File: src/rtl/bmlp_dmem_ctrl.sv
// Writable word memory for the binary-MLP datapath: a periodic-pattern init sweep,
// a registered read port with valid/error flags, and a write port for layer updates.
module bmlp_dmem_ctrl #(
  parameter int         DATA_W   = 9,
  parameter int         DEPTH    = 112,
  parameter int         ADDR_W   = 7,
  parameter logic [3:0] INIT_PAT = 4'b0011
) (
  input  logic              clk,
  input  logic              rst,
  input  logic              init_start,
  output logic              busy,
  input  logic              rd_en,
  input  logic [ADDR_W-1:0] rd_addr,
  output logic [DATA_W-1:0] rd_data,
  output logic              rd_valid,
  output logic              rd_err,
  input  logic              wr_en,
  input  logic [ADDR_W-1:0] wr_addr,
  input  logic [DATA_W-1:0] wr_data,
  output logic              wr_err
);

  typedef enum logic {S_INIT, S_READY} state_t;

  localparam logic [ADDR_W-1:0] LAST_ADDR = ADDR_W'(DEPTH - 1);

  state_t            state;
  logic [ADDR_W-1:0] init_ptr;
  logic [DATA_W-1:0] mem [DEPTH];

  logic              rd_ok;
  logic              wr_ok;
  logic [DATA_W-1:0] init_word;

  assign rd_ok     = 32'(rd_addr) < DEPTH;
  assign wr_ok     = 32'(wr_addr) < DEPTH;
  assign init_word = DATA_W'(INIT_PAT[init_ptr[1:0]]);

  // Array has no reset; a reset edge itself writes nothing so the sweep
  // starts cleanly at entry 0 on the first edge with rst high.
  always_ff @(posedge clk) begin
    if (rst) begin
      if (state == S_INIT) begin
        mem[init_ptr] <= init_word;
      end else if (wr_en && wr_ok) begin
        mem[wr_addr] <= wr_data;
      end
    end
  end

  // Control and read port; mem is sampled before this edge's write lands (read-first).
  always_ff @(posedge clk) begin
    if (!rst) begin
      state    <= S_INIT;
      init_ptr <= '0;
      busy     <= 1'b1;
      rd_data  <= '0;
      rd_valid <= 1'b0;
      rd_err   <= 1'b0;
      wr_err   <= 1'b0;
    end else begin
      case (state)
        S_INIT: begin
          rd_valid <= 1'b0;
          rd_err   <= 1'b0;
          wr_err   <= 1'b0;
          if (init_ptr == LAST_ADDR) begin
            state    <= S_READY;
            busy     <= 1'b0;
            init_ptr <= '0;
          end else begin
            init_ptr <= init_ptr + 1'b1;
          end
        end
        S_READY: begin
          rd_valid <= rd_en;
          rd_err   <= rd_en && !rd_ok;
          wr_err   <= wr_en && !wr_ok;
          if (rd_en) begin
            rd_data <= rd_ok ? mem[rd_addr] : '0;
          end
          if (init_start) begin
            state    <= S_INIT;
            busy     <= 1'b1;
            init_ptr <= '0;
          end
        end
        default: begin
          state <= S_INIT;
          busy  <= 1'b1;
        end
      endcase
    end
  end

endmodule

File: config.mk
export PLATFORM = sky130hd
export DESIGN_NAME = bmlp_dmem_ctrl
export DESIGN_NICKNAME = d
export VERILOG_FILES = /design/src/rtl/bmlp_dmem_ctrl.sv
export SDC_FILE = /design/constraint.sdc
export NUM_CORES = 1
export LEC_CHECK = 0
export BUFFER_PORTS_ARGS = -buffer_cell sky130_fd_sc_hd__buf_2
export CAP_MARGIN = 20
export CORE_UTILIZATION = 46
export CTS_CLUSTER_SIZE = 25
export DETAILED_ROUTE_END_ITERATION = 10
export PLACE_DENSITY = 0.71
export SLEW_MARGIN = 20
export SYNTH_ARGS = -nofsm -noshare
export SYNTH_HDL_FRONTEND = slang
export SYNTH_SLANG_ARGS = --single-unit
File: constraint.sdc
create_clock -name clk -period 5.5 [get_ports clk]
set_input_delay 0.55 -clock clk [delete_from_list [all_inputs] [get_ports clk]]
set_output_delay 0.55 -clock clk [all_outputs]
set_load 0.02 [all_outputs]
# Word level (Yosys, flattened, before mapping)
# Memory sizes are Yosys's and may differ from the RTL's.
# Index checks and enable logic that the tools add are counted.
[classes]
n_addsub = 1
n_mul = 0
div_mod_pow = 0
order_cmp = 3
eq_ne = 3
shift = 0
n_mux = 25
bitwise = 1
n_reduce_logical = 8
[ops]
columns = ["op", "n"]
rows = [
  ["$mux 7", 3],
  ["$mux 9", 2],
  ["$lt 7x7->1 const B", 2],
  ["$pmux 7 s2", 1],
  ["$mux 1", 13],
  ["$pmux 1 s2", 5],
  ["$reduce_or 9->1", 1],
  ["$add 7x1->7 const B", 1],
  ["$eq 7x7->1 const B", 1],
  ["$reduce_and 2->1", 2],
  ["$logic_and 1x1->1", 3],
  ["$lt 2x3->1 const B", 1],
  ["$bmux 1 s2", 1],
  ["$logic_not 1->1", 2],
  ["$ne 2x1->1 const B", 1],
  ["$ne 2x2->1 const B", 1],
  ["$not 1->1", 1],
]
[totals]
regBits = 21
latch_bits = 0
ram_bits = 1008
mem_bits_ro = 0
inputBits = 28
out_inout_bits = 13
elab_cells = 49
n_memories = 1
[memory_table]
columns = ["memory", "depth", "width", "read_ports", "rd_ports_with_merged_regs", "wr", "line_no", "text"]
rows = [
  ["mem", 112, 9, 1, 0, 1, "30", "logic [DATA_W-1:0] mem [DEPTH];"],
]

# Depth between registers and ports, before layout
[depth]
word_depth = 8
ltp_mapped = 11
mapped_depth_nobuf = 7

# Least setup slack after synthesis
# No wires, ideal clock.
[synth_path]
kind = "input -> register"
startpoint = "in rst"
endpoint = "mem mem[0][0], data pin"
setup_ps = 805
t_arrival_ps = 4109
t_required_ps = 4695
setup_slack_ps = 586
path_stages = 3
path_buffers = 0
path_cell_list = "nand3_1 -> nand2b_1 -> a21oi_1"
[synth_between]
elab_chain_len = 4
[synth_rtl]
columns = ["element", "line_no", "text"]
rows = [
  ["start, declared", "10", "input logic rst,"],
  ["$mux 1", "43", "if (rst) begin"],
  ["$mux 1 (implied by the code)", "47", "mem[wr_addr] <= wr_data;"],
  ["$reduce_or 9->1 (no line)", "-", ""],
  ["$mux 9 (no line)", "-", ""],
  ["end, declared", "30", ""],
]
# No other way between the ends.

# Worst setup path in the final report
[layout_path]
startpoint = "in rst"
endpoint = "mem mem[79][6] (enable)"
[layout_between]
elab_chain_len = 4
elab_cells_between_ends = 7
classes_between = "6 x mux; 1 x reduce/logical"
[layout_rtl]
columns = ["element", "line_no"]
rows = [
  ["$mux 1", "43"],
  ["$mux 1 (implied by the code)", "47"],
  ["$reduce_or 9->1 (no line)", "-"],
  ["$mux 7 (no line) or $mux 1 (tied branches)", "-"],
]
# Parallel ways exist; a longest one is shown, timed or not.

==> run_results.csv <==
group,metric,value,unit
critical_path,start_kind,"primary input",
power,p_int,13.0,mW
floorplanning,fp.dieArea,88700,um2
power,comb_power_share,3.3,%
yosys,synth_seq_cells,1029,
place,dp_cells,3140,
worst_hold_path,holdPathEnd,"wr_err$_SDFF_PN0_",
power,powerDensity,360,nW/um2
routing,vias,21100,
yosys,ys.flop_type,"edfxtp_1",
clock_network,htreeDepth,3,
timing,hold_violations,0,
place,gp_congestion,0.971,
grt,grt-ovfl-total,0,
routing,dr.pass1.iters,9,
layout,fin_nets,2117,
run,cap_viol_max_count,0,
yosys,syn_avg_cell_area,20.1,um2
power,switchingPower,3.33,mW
timing,max_freq,268,MHz
critical_path,cp_max_fo,23,
grt,grt_pass1_vias,20800,
worst_hold_path,hold_depth,3,
power,vdd_drop_max,0.267,mV
routing,drt_wl_total,103000,um
yosys,synth_edf_count,1008,
power,total_power,16.3,mW
place,dpl.hpwl,64800,um
yosys,synth_area_leaders,"edfxtp_1 (75%), mux4_2 (13%), mux2i_1 (1.5%), a22oi_1 (1.4%), nor2_1 (1.2%)",
critical_path,reg2reg_to,"mem[79][6]$_DFFE_PP_",
power,share_seq_of_total_power,52.2,%
place,io_buffers,40,
clock_network,hold_buffers,0,
layout,layout-drive-gt1-share,23.5,%
routing,drc,0,
yosys,synth_most_common_cell,"edfxtp_1",
clock_network,cts_num_sinks,1029,
grt,grt_antenna_before_repair,2,
routing,wl_per_cell,30.9,um
yosys,yosys-top-cells-count,"edfxtp_1 (1,008), mux4_2 (233), nor2_1 (134)",
timing,worst_clock_skew,25.2,ps
floorplanning,num_io_pins,41,
grt,grt_max_degree,89,
floorplanning,core,86800,um2
yosys,ys_seq_area_share,76.2,%
floorplanning,rows,108,
yosys,yosys.area.top_type,"edfxtp_1",
clock_network,cts_tree,"yes",
yosys,yosysWarnings,0,
worst_hold_path,min_from,"wr_addr[5]",
timing,fin_tns_setup,0,ps
routing,viasPerCell,6.32,
floorplanning,die-height,298,um
routing,final_antenna_net_count,0,
grt,grt_first_pass_wirelength,149000,um
timing,maxSlewViolCount,0,
timing,period_share,67.8,%
clock_network,root_buffer,"clkbuf_16",
clock_network,clkTransAtPathRegs,60,ps
timing,maxSlewHeadroom,12.9,%
yosys,synth_top_area_share,75.2,%
timing,rsz0062_at_grt,"no",
floorplanning,die_x,298,um
clock_network,postCtsSetupBuffers,0,
floorplanning,initial_core_util,46.4,%
layout,layoutNonFillerInstCount,3332,
critical_path,cp-end-kind,"flop",
yosys,synthDistinctLibCells,58,
power,clock_power_share,44.5,%
power,leakage,13.0,nW
critical_path,crit_type,"primary input to flop",
timing,finalSetupViolCount,0,
critical_path,r2r_slack,1870,ps
worst_hold_path,hold_class,"primary input to flop",
critical_path,reg2reg_depth,6,
critical_path,r2r-start,"state$_SDFF_PN0_",
run_status,status,"completed",
critical_path,arrival,4010,ps
layout,final_util,52.3,%
timing,max_slew.worst_pin.slew,1310,ps
yosys,async_reset_ff_share,0,%
yosys,postSynthCellCount,2001,
layout,area_delta_synth_final,12.8,%
critical_path,required,5780,ps
timing,period_minus_slack,3730,ps
yosys,syn_nets,2030,
clock_network,cts_buffer_depth,3,
power,p_sw_share,20.4,%
grt,track_usage,23.3,%
clock_network,post_cts_resized,0,
clock_network,cts_made_buffers,101,
clock_network,clock_latency,670,ps
routing,drt_iter0_markers,3243,
yosys,synth_area,40300,um2
==> metal layers <==
metal	up-vias	track usage, %	wire (um)
li1	8485	-	-
met2	1402	35.2	47100
met4	4	7.68	3320
met3	196	6.32	12700
met5	-	0	27
met1	11000	33.1	39900
==> worst max-delay path, stage by stage <==
cell     delay (ps)
buf_2           390
nand3_1         380
nor2b_2         580
nand3_1         140
o21ai_0         200
nand2_1         750
nor2_1         1000
==> worst max-delay path by stage <==
| stage | from | to | slack [ps] | depth (start not counted) |
|---|---|---|---|---|
| detailed placement | rst | mem[1][6]$_DFFE_PP_ | 1270 | 6 |
| floorplan | rst | mem[0][0]$_DFFE_PP_ | 590 | 3 |
| global route | rst | mem[79][3]$_DFFE_PP_ | 1580 | 7 |
| global placement | rst | mem[29][3]$_DFFE_PP_ | 1350 | 6 |
| finish | rst | mem[79][6]$_DFFE_PP_ | 1770 | 7 |
| CTS | rst | mem[103][3]$_DFFE_PP_ | 1940 | 7 |
==> placed cells by master (no fill, tap or decap), types with 5 or more instances in the layout <==
master      count
a31oi_1        10
clkinv_2       18
nand4_1        18
buf_2          39
and2_4          8
edfxtp_1     1008
nand2b_1       15
mux2_2          6
o21ai_0        19
nor2b_1        11
bufinv_16      17
buf_12          5
mux2i_1        59
buf_4          45
dfxtp_1        21
clkbuf_16     105
nor2_1        132
clkinv_1       21
clkinvlp_4     10
a22o_1          8
nand3_1        43
clkbuf_1       13
inv_1           7
a22oi_1        73
nand2_1        62
a221oi_1        5
o22ai_1        11
mux4_2        233
nor3_1         16
a21oi_1        37
o211ai_1        5
o21a_1          6
and2_1         10
==> layout make-up <==
cell class / instances / area, um2
clock buffers: 118 / 2680
repair buffers: 91 / 663
diodes: 2 / 5.00
well taps: 1155 / 1450
flip-flops and latches: 1029 / 30700
inverters: 11 / 41.3
clock inverters: 72 / 840
fillers: 6638 / 41300
multi-input cells: 854 / 9050
==> stage by stage <==
stage / hold slack [ps] / setup WS, ps / instance area, um2
4_1_cts: 252 / 1940 / 45400
6_report: 301 / 1770 / 45400
5_1_grt: 288 / 1580 / 45400
2_1_floorplan: 528 / 586 / 40300
3_3_place_gp: 523 / 1350 / 41900
3_5_place_dp: 527 / 1270 / 41900
==> state kept, by name (all words and copies together) (netlist names) <==
signal / flops
mem: 1008
rd_data: 9
init_ptr: 7
busy: 1
rd_err: 1
rd_valid: 1
state: 1
wr_err: 1
==> kinds of logic after synthesis <==
| logic type | Yosys count | share of synthesized area [%] |
|---|---|---|
| DFF | 1029 | 76.2 |
| and+or+nand+nor | 347 | 4.03 |
| muxes | 298 | 14.7 |
| AOI/OAI and AO/OA | 206 | 3.53 |
| buffers and inverters | 118 | 1.47 |
| xor gates and xnor gates | 2 | 0.0435 |
| adders and majority gates | 1 | 0.0311 |
==> power by group through the flow <==
stage          logic [mW]  registers [mW]  clock network [mW]
3_5_place_dp        0.535            8.70                   0
5_1_grt             0.564            8.53                7.61
6_report            0.545            8.53                7.26
2_1_floorplan       0.346            8.70                   0
4_1_cts             0.538            8.53                7.32
3_3_place_gp        0.531            8.70                   0
Note: power is estimated with default switching activity, not from simulation.
